### config.mk
export PLATFORM = sky130hd
export DESIGN_NAME = cache_port
export DESIGN_NICKNAME = d
export VERILOG_FILES = /design/src/rtl/cache_port.sv
export SDC_FILE = /design/constraint.sdc
export NUM_CORES = 1
export LEC_CHECK = 0
export CAP_MARGIN = 20
export CORE_UTILIZATION = 30
export CTS_BUF_LIST = sky130_fd_sc_hd__clkbuf_4 sky130_fd_sc_hd__clkbuf_8
export DETAILED_ROUTE_END_ITERATION = 12
export PLACE_DENSITY = 0.61
export SYNTH_ARGS = -nofsm -noshare
export SYNTH_HDL_FRONTEND = slang
export SYNTH_SLANG_ARGS = --single-unit
### constraint.sdc
create_clock -name clk -period 2.4 [get_ports clk]
set_input_delay 0.24 -clock clk [delete_from_list [all_inputs] [get_ports clk]]
set_output_delay 0.24 -clock clk [all_outputs]
set_load 0.05 [all_outputs]
### src/rtl/cache_port.sv
// cache_port: CPU load/store port onto a word-wide cache.
// Unaligned accesses that cross a word boundary are split into two cache phases.
module cache_port (
   input  logic        clk,
   input  logic        rst_n,
   input  logic        req_valid,
   output logic        req_ready,
   input  logic [31:0] req_addr,
   input  logic        req_write,
   input  logic [1:0]  req_size,
   input  logic        req_unsigned,
   input  logic [31:0] req_wdata,
   output logic        rsp_valid,
   output logic [31:0] rsp_rdata,
   output logic        cache_enable,
   output logic [31:0] cache_address,
   output logic [31:0] cache_data_in,
   output logic [3:0]  cache_write_enable,
   input  logic [31:0] cache_data_out,
   input  logic        cache_data_out_ready,
   input  logic        cache_busy
);
   typedef enum logic [2:0] {IDLE, ISSUE1, CHECK1, ISSUE2, CHECK2, RESP} state_t;
   state_t      state;
   logic [31:0] addr, wdata, word1;
   logic        write, uns;
   logic [1:0]  size;
   logic [3:0]  base;
   logic [7:0]  mask;
   logic [63:0] data;
   logic        split;
   logic        unused;

   // data is used as captured whether or not the cache flags it ready
   assign unused = cache_data_out_ready;
   assign base   = size == 2'd0 ? 4'b0001 : size == 2'd1 ? 4'b0011 : 4'b1111;
   assign mask   = {4'b0000, base} << addr[1:0];
   assign data   = {32'b0, wdata} << {addr[1:0], 3'b000};
   assign split  = |mask[7:4];

   function automatic logic [31:0] extract(input logic [63:0] line);
      logic [31:0] w;
      w = 32'(line >> {addr[1:0], 3'b000});
      return size == 2'd0 ? {uns ? 24'b0 : {24{w[7]}}, w[7:0]} :
             size == 2'd1 ? {uns ? 16'b0 : {16{w[15]}}, w[15:0]} : w;
   endfunction

   always_ff @(posedge clk or negedge rst_n) begin
      if (!rst_n) begin
         state              <= IDLE;
         req_ready          <= 1'b1;
         rsp_valid          <= 1'b0;
         rsp_rdata          <= '0;
         cache_enable       <= 1'b0;
         cache_address      <= '0;
         cache_data_in      <= '0;
         cache_write_enable <= '0;
         addr               <= '0;
         wdata              <= '0;
         word1              <= '0;
         write              <= 1'b0;
         uns                <= 1'b0;
         size               <= '0;
      end else begin
         case (state)
            IDLE: if (req_valid) begin
               addr          <= req_addr;
               wdata         <= req_wdata;
               write         <= req_write;
               size          <= req_size;
               uns           <= req_unsigned;
               req_ready     <= 1'b0;
               cache_address <= {req_addr[31:2], 2'b00};
               state         <= ISSUE1;
            end
            ISSUE1: begin
               cache_enable       <= 1'b1;
               cache_write_enable <= write ? mask[3:0] : 4'b0000;
               cache_data_in      <= data[31:0];
               state              <= CHECK1;
            end
            CHECK1: if (!cache_busy) begin
               cache_enable       <= 1'b0;
               cache_write_enable <= 4'b0000;
               word1              <= cache_data_out;
               if (split) begin
                  cache_address <= {addr[31:2] + 30'd1, 2'b00};
                  state         <= ISSUE2;
               end else begin
                  rsp_valid <= 1'b1;
                  rsp_rdata <= write ? 32'b0 : extract({32'b0, cache_data_out});
                  state     <= RESP;
               end
            end
            ISSUE2: begin
               cache_enable       <= 1'b1;
               cache_write_enable <= write ? mask[7:4] : 4'b0000;
               cache_data_in      <= data[63:32];
               state              <= CHECK2;
            end
            CHECK2: if (!cache_busy) begin
               cache_enable       <= 1'b0;
               cache_write_enable <= 4'b0000;
               rsp_valid          <= 1'b1;
               rsp_rdata          <= write ? 32'b0 : extract({cache_data_out, word1});
               state              <= RESP;
            end
            RESP: begin
               rsp_valid <= 1'b0;
               rsp_rdata <= '0;
               req_ready <= 1'b1;
               state     <= IDLE;
            end
            default: state <= IDLE;
         endcase
      end
   end
endmodule

# --- Yosys cells after proc, flatten, opt, wreduce, memory -nomap -nowiden ---
# Cells that the tools add are included.
word_totals:
  out_inout_bits: 103
  wordCells: 89
  register_bits: 206
classes:
  n_bitwise: 1
  n_mux: 38
  shift: 4
  eq_ne: 12
  add_sub_neg: 1
  n_reduce_logical: 19
op_table:
  columns: ["cell", "n"]
  rows:
  - ["32-bit two-way mux", 12]
  - ["32-bit case mux with 2 select lines", 2]
  - ["32-bit case mux with 3 select lines", 1]
  - ["32-bit by 5-bit << shifter with 64-bit output", 1]
  - ["64-bit by 5-bit >> shifter with 32-bit output", 1]
  - ["24-bit two-way mux", 2]
  - ["16-bit two-way mux", 2]
  - ["32-bit by 5-bit >> shifter with 32-bit output", 1]
  - ["30-bit by 1-bit adder with 30-bit output, second input constant", 1]
  - ["4-bit two-way mux", 5]
  - ["3-bit case mux with 5 select lines", 1]
  - ["3-bit two-way mux", 4]
  - ["2-bit inequality test, second input constant", 6]
  - ["4-bit case mux with 3 select lines", 1]
  - ["2-bit AND reduction", 5]
  - ["4-bit AND reduction", 2]
  - ["2-bit nonzero test", 4]
  - ["4-bit by 2-bit << shifter with 8-bit output", 1]
  - ["3-bit by 2-bit == test with 1-bit output, second input constant", 2]
  - ["3-bit == test, second input constant", 2]
  - ["3-bit nonzero test", 2]
  - ["1-bit two-way mux", 5]
  - ["1-bit case mux with 2 select lines", 2]
  - ["2-bit OR reduction", 2]
  - ["8 further kinds", 8]

# --- Longest topological paths before layout ---
logic_depth:
  word_depth: 8
  depth_mapped: 10
  depth_no_buf: 6

# --- Worst setup path before layout ---
# OpenSTA, ideal clock, no wires.
synth_path:
  path_kind: "reg-to-reg"
  start: "register state[0]"
  end: "register word1[10]"
  path_stages_with_launch: 7
  t_arrival_ns: 1.692
  required_ns: 2.275
  setup_ns: 0.125
  setup_slack_ns: 0.583
  n_path_buf: 3
  path_cell_list: "dfrtp_1 buf_2 or3b_1 clkbuf_1 nor2_4 buf_2 mux2_2"
synth_via:
  elab_chain_cells: 2
synth_lines:
  columns: ["element", "line", "source"]
  rows:
  - ["start, declared", "24", "state_t state;"]
  - ["start signal, assigned", "50", "state <= IDLE;"]
  - ["start signal, assigned", "74", "state <= ISSUE1;"]
  - ["start signal, assigned", "80", "state <= CHECK1;"]
  - ["3-bit by 2-bit == test with 1-bit output", "65", "case (state)"]
  - ["2-bit AND reduction (no line)", null, null]
  - ["end signal, assigned", "85", "word1 <= cache_data_out;"]
  - ["end, declared", "25", "logic [31:0] addr, wdata, word1;"]
# Every way passes these cells.
# A chain may end at the register's enable or synchronous reset.

# --- Worst setup path after layout ---
layout_path:
  start: "register req_ready"
  end: "output port req_ready"
layout_lines:
  columns: ["element", "line", "source"]
  rows:
  - ["start, declared", "7", "output logic req_ready,"]
  - ["start signal, assigned", "51", "req_ready <= 1'b1;"]
  - ["start signal, assigned", "72", "req_ready <= 1'b0;"]
  - ["start signal, assigned", "111", "req_ready <= 1'b1;"]
# No word-level cell between the ends.

==> impl_metrics.py <==
metrics = {
    "run_status": {
        "status": "finished, final reports clean",
    },
    "grt": {
        "antenna_found_initial": 1,
        "track_usage": 0.180,
        "grt_pass1_vias": 9777,
        "grt_pass1_wl_um": 54800,
        "gr-total-overflow": 0,
        "grt_max_degree": 91,
    },
    "floorplan": {
        "core_sq_um": 37600,
        "die_w_um": 197,
        "start_util": 0.304,
        "rows": 71,
        "floorplan.die_area_sq_um": 38900,
        "boundaryPins": 208,
        "overall_die_height_um": 197,
    },
    "clock_network": {
        "tritoncts_clock_tree": "yes",
        "cts-buffers-inserted": 42,
        "max_root_sink_buffers": 3,
        "cts.htree.levels": 2,
        "cts_setup_buffers": 0,
        "clock_latency_ns": 0.60,
        "clock_tree.root_cell": "sky130_fd_sc_hd__clkbuf_8",
        "cts_hold_buf": 1,
        "clock_pin_slew_worst_setup_and_hold_paths_ns": 0.05,
        "clock_sinks": 204,
        "ctsResizeCount": 0,
    },
    "power": {
        "vdd_ir_drop_max_uv": 874,
        "power_density_nw_per_um2": 1610,
        "power.static_leakage_nw": 6.15,
        "design_power_total_mw": 24.3,
    },
    "yosys": {
        "synth_ff_type": "sky130_fd_sc_hd__dfrtp_1",
        "synthDominantCellAreaShare": 0.445,
        "ys_async_sr_fraction": 1.00,
        "post-synth-top-area-cell": "sky130_fd_sc_hd__dfrtp_1",
        "synthesis.area_sq_um": 11400,
        "gate_count_of_the_mapped_netlist": 1131,
        "synth.area.top_cells": "sky130_fd_sc_hd__dfrtp_1, sky130_fd_sc_hd__mux2_2, sky130_fd_sc_hd__mux2i_1, sky130_fd_sc_hd__nand2_1, sky130_fd_sc_hd__a21oi_1",
        "synth.yosys.seq_area_share": 0.447,
        "synth_enable_flop_cells": 0,
        "ys_ff_latch": 204,
        "syn-mean-instance-area_sq_um": 10.1,
        "synth.yosys.warnings": 0,
        "ys_types": 66,
    },
    "timing": {
        "setup_violations": 0,
        "hold_violation_total_from_the_final_report": 0,
        "timing.clock.skew_ns": 0.0279,
        "fmax_mhz": 444,
        "maxSlewHeadroom": 0.397,
        "timing_max_transition_violations_final": 0,
        "grt_setup_unrepaired": "false",
        "final_min_period_over_clock_period": 0.938,
        "timing.final.crit_period_ns": 2.25,
        "worst_slew_pin_slew_ns": 0.903,
        "setup_tns_ns": 0,
    },
    "route": {
        "vias_per_cell": 5.12,
        "route.final.wire_length_um": 34600,
        "dr.first_iter.drc_count": 550,
        "drt_pass1_iterations": 5,
        "antenna_violating_nets_post_route": 0,
        "post-route-drc-count": 0,
        "vias_post_dr": 9702,
        "routed_wire_length_per_instance_um": 18.2,
    },
    "worst_setup_path": {
        "crit_path_cell_trace": "clkdlybuf4s50_1",
        "capture_instance_of_the_worst_register_to_register_path": "rsp_rdata[23]$_DFFE_PN0P_",
        "cp.arrival_ns": 2.01,
        "ff2ff_path_depth": 4,
        "r2r_start": "state[2]$_DFFE_PN0P_",
        "worst-r2r-setup-slack_ns": 0.25,
        "timing.critical_path.from_type": "flop",
        "cpLargestDelayFamily": "buffers and inverters",
        "critical-path-slowest-cell": "sky130_fd_sc_hd__clkdlybuf4s50_1",
        "crit_type": "reg -> out",
        "timing.critical_path.required_ns": 2.16,
        "worst_path_largest_cell_delay_ns": 0.88,
        "cp_num_buf_inv": 1,
        "critPathCaptureType": "output port",
        "worstPathMaxFanout": 3,
    },
    "layout": {
        "finalNetCount": 1456,
        "final_design_area_no_fill_sq_um": 15200,
        "final_util": 0.403,
        "layout-drive-gt1-share": 0.205,
        "layout_commonest_cell": "sky130_fd_sc_hd__clkdlybuf4s50_1",
        "layout-area-overhead-vs-synth_pct": 32.8,
        "most-common-layout-cells": "sky130_fd_sc_hd__clkdlybuf4s50_1, sky130_fd_sc_hd__dfrtp_1, sky130_fd_sc_hd__nand2_1, sky130_fd_sc_hd__mux2_2, sky130_fd_sc_hd__nor2_1",
    },
    "run": {
        "maxCapViolations": 0,
    },
    "placed_design": {
        "placed_cell_area_sq_um": 14200,
        "count_of_buffers_inserted_at_the_top_level_ports": 204,
        "finalWeightedCongestion": 0.813,
        "place_hpwl_um": 24200,
    },
    "worst_hold_path": {
        "worst_hold_path_type": "in -> async",
    },
}
## per-stage QoR
step / cells / hold WS, ns / setup WS (ns)
after CTS: 1893 / 0.0500 / 0.0913
after global routing: 1893 / 0.0892 / 0.0564
after global placement: 1816 / 0.122 / 0.128
final: 1894 / 0.0988 / 0.150
after floorplan: 1132 / -0.0556 / 0.583
after detailed placement: 1816 / 0.124 / 0.112
## power by group
part,switching [mW],total [mW],internal (mW)
Sequential,1.54,6.67,5.13
Combinational,7.91,13.6,5.65
Clock,1.62,4.09,2.47
Total,11.1,24.3,13.3
## per-layer routing
layer	track usage	wire length (um)	vias up	share of wire
met1	0.234	15100	4754	0.44
met2	0.283	15700	338	0.45
met4	0.0571	876	0	0.025
met3	0.0572	2890	59	0.084
li1	-	-	4551	-
met5	0	0	-	0
## cell usage after synthesis (12+ instances only)
cell and number:
sky130_fd_sc_hd__a22o_1 15, sky130_fd_sc_hd__nand2_1 125, sky130_fd_sc_hd__a211oi_1 20, sky130_fd_sc_hd__a21oi_1 78, sky130_fd_sc_hd__nor2b_1 22, sky130_fd_sc_hd__nand2b_1 12
sky130_fd_sc_hd__mux4_2 12, sky130_fd_sc_hd__a22oi_1 29, sky130_fd_sc_hd__mux2i_1 63, sky130_fd_sc_hd__o21ai_0 68, sky130_fd_sc_hd__o21ai_1 14, sky130_fd_sc_hd__clkbuf_1 22
sky130_fd_sc_hd__nor2_1 93, sky130_fd_sc_hd__xor2_1 24, sky130_fd_sc_hd__buf_4 17, sky130_fd_sc_hd__dfrtp_1 203, sky130_fd_sc_hd__nand3_1 14, sky130_fd_sc_hd__buf_2 42
sky130_fd_sc_hd__mux2_2 118, sky130_fd_sc_hd__a31oi_1 14
## how the worst max path moves through the flow
stage / startpoint / end / slack [ns] / cells after the start
after global placement: cache_data_out[23] / rsp_rdata[28]$_DFFE_PN0P_ / 0.13 / 6
after global routing: req_ready$_DFFE_PN1P_ / req_ready / 0.06 / 1
final: req_ready$_DFFE_PN1P_ / req_ready / 0.15 / 1
after floorplan: state[0]$_DFFE_PN0P_ / word1[10]$_DFFE_PN0P_ / 0.58 / 6
after detailed placement: cache_data_out[23] / rsp_rdata[28]$_DFFE_PN0P_ / 0.11 / 6
after CTS: req_ready$_DFFE_PN1P_ / req_ready / 0.09 / 1
## flip-flops by register name (all words and copies together), names as in the netlist, 3 cells and up
register            flops
addr                   32
cache_data_in          32
rsp_rdata              32
wdata                  32
word1                  32
cache_address          30
cache_write_enable      4
state                   3
## cells by family after synthesis
group | synth area share
buffers and inverters | 0.0434
AOI/OAI and AO/OA | 0.158
and+or+nand+nor | 0.133
muxes | 0.195
other | 0.000328
adders and majority gates | 0.00110
xor gates and xnor gates | 0.0222
DFF | 0.447
## final cells by class
| cell class | instances | area, sq um |
|---|---|---|
| multi-input cells | 831 | 5830 |
| diodes | 1 | 2.50 |
| fillers | 3686 | 22400 |
| repair buffers | 263 | 2600 |
| inverters | 8 | 30.0 |
| well taps | 511 | 639 |
| clock inverters | 10 | 136 |
| flip-flops and latches | 204 | 5110 |
| clock buffers | 66 | 808 |
(Power assumes the default switching activity.)
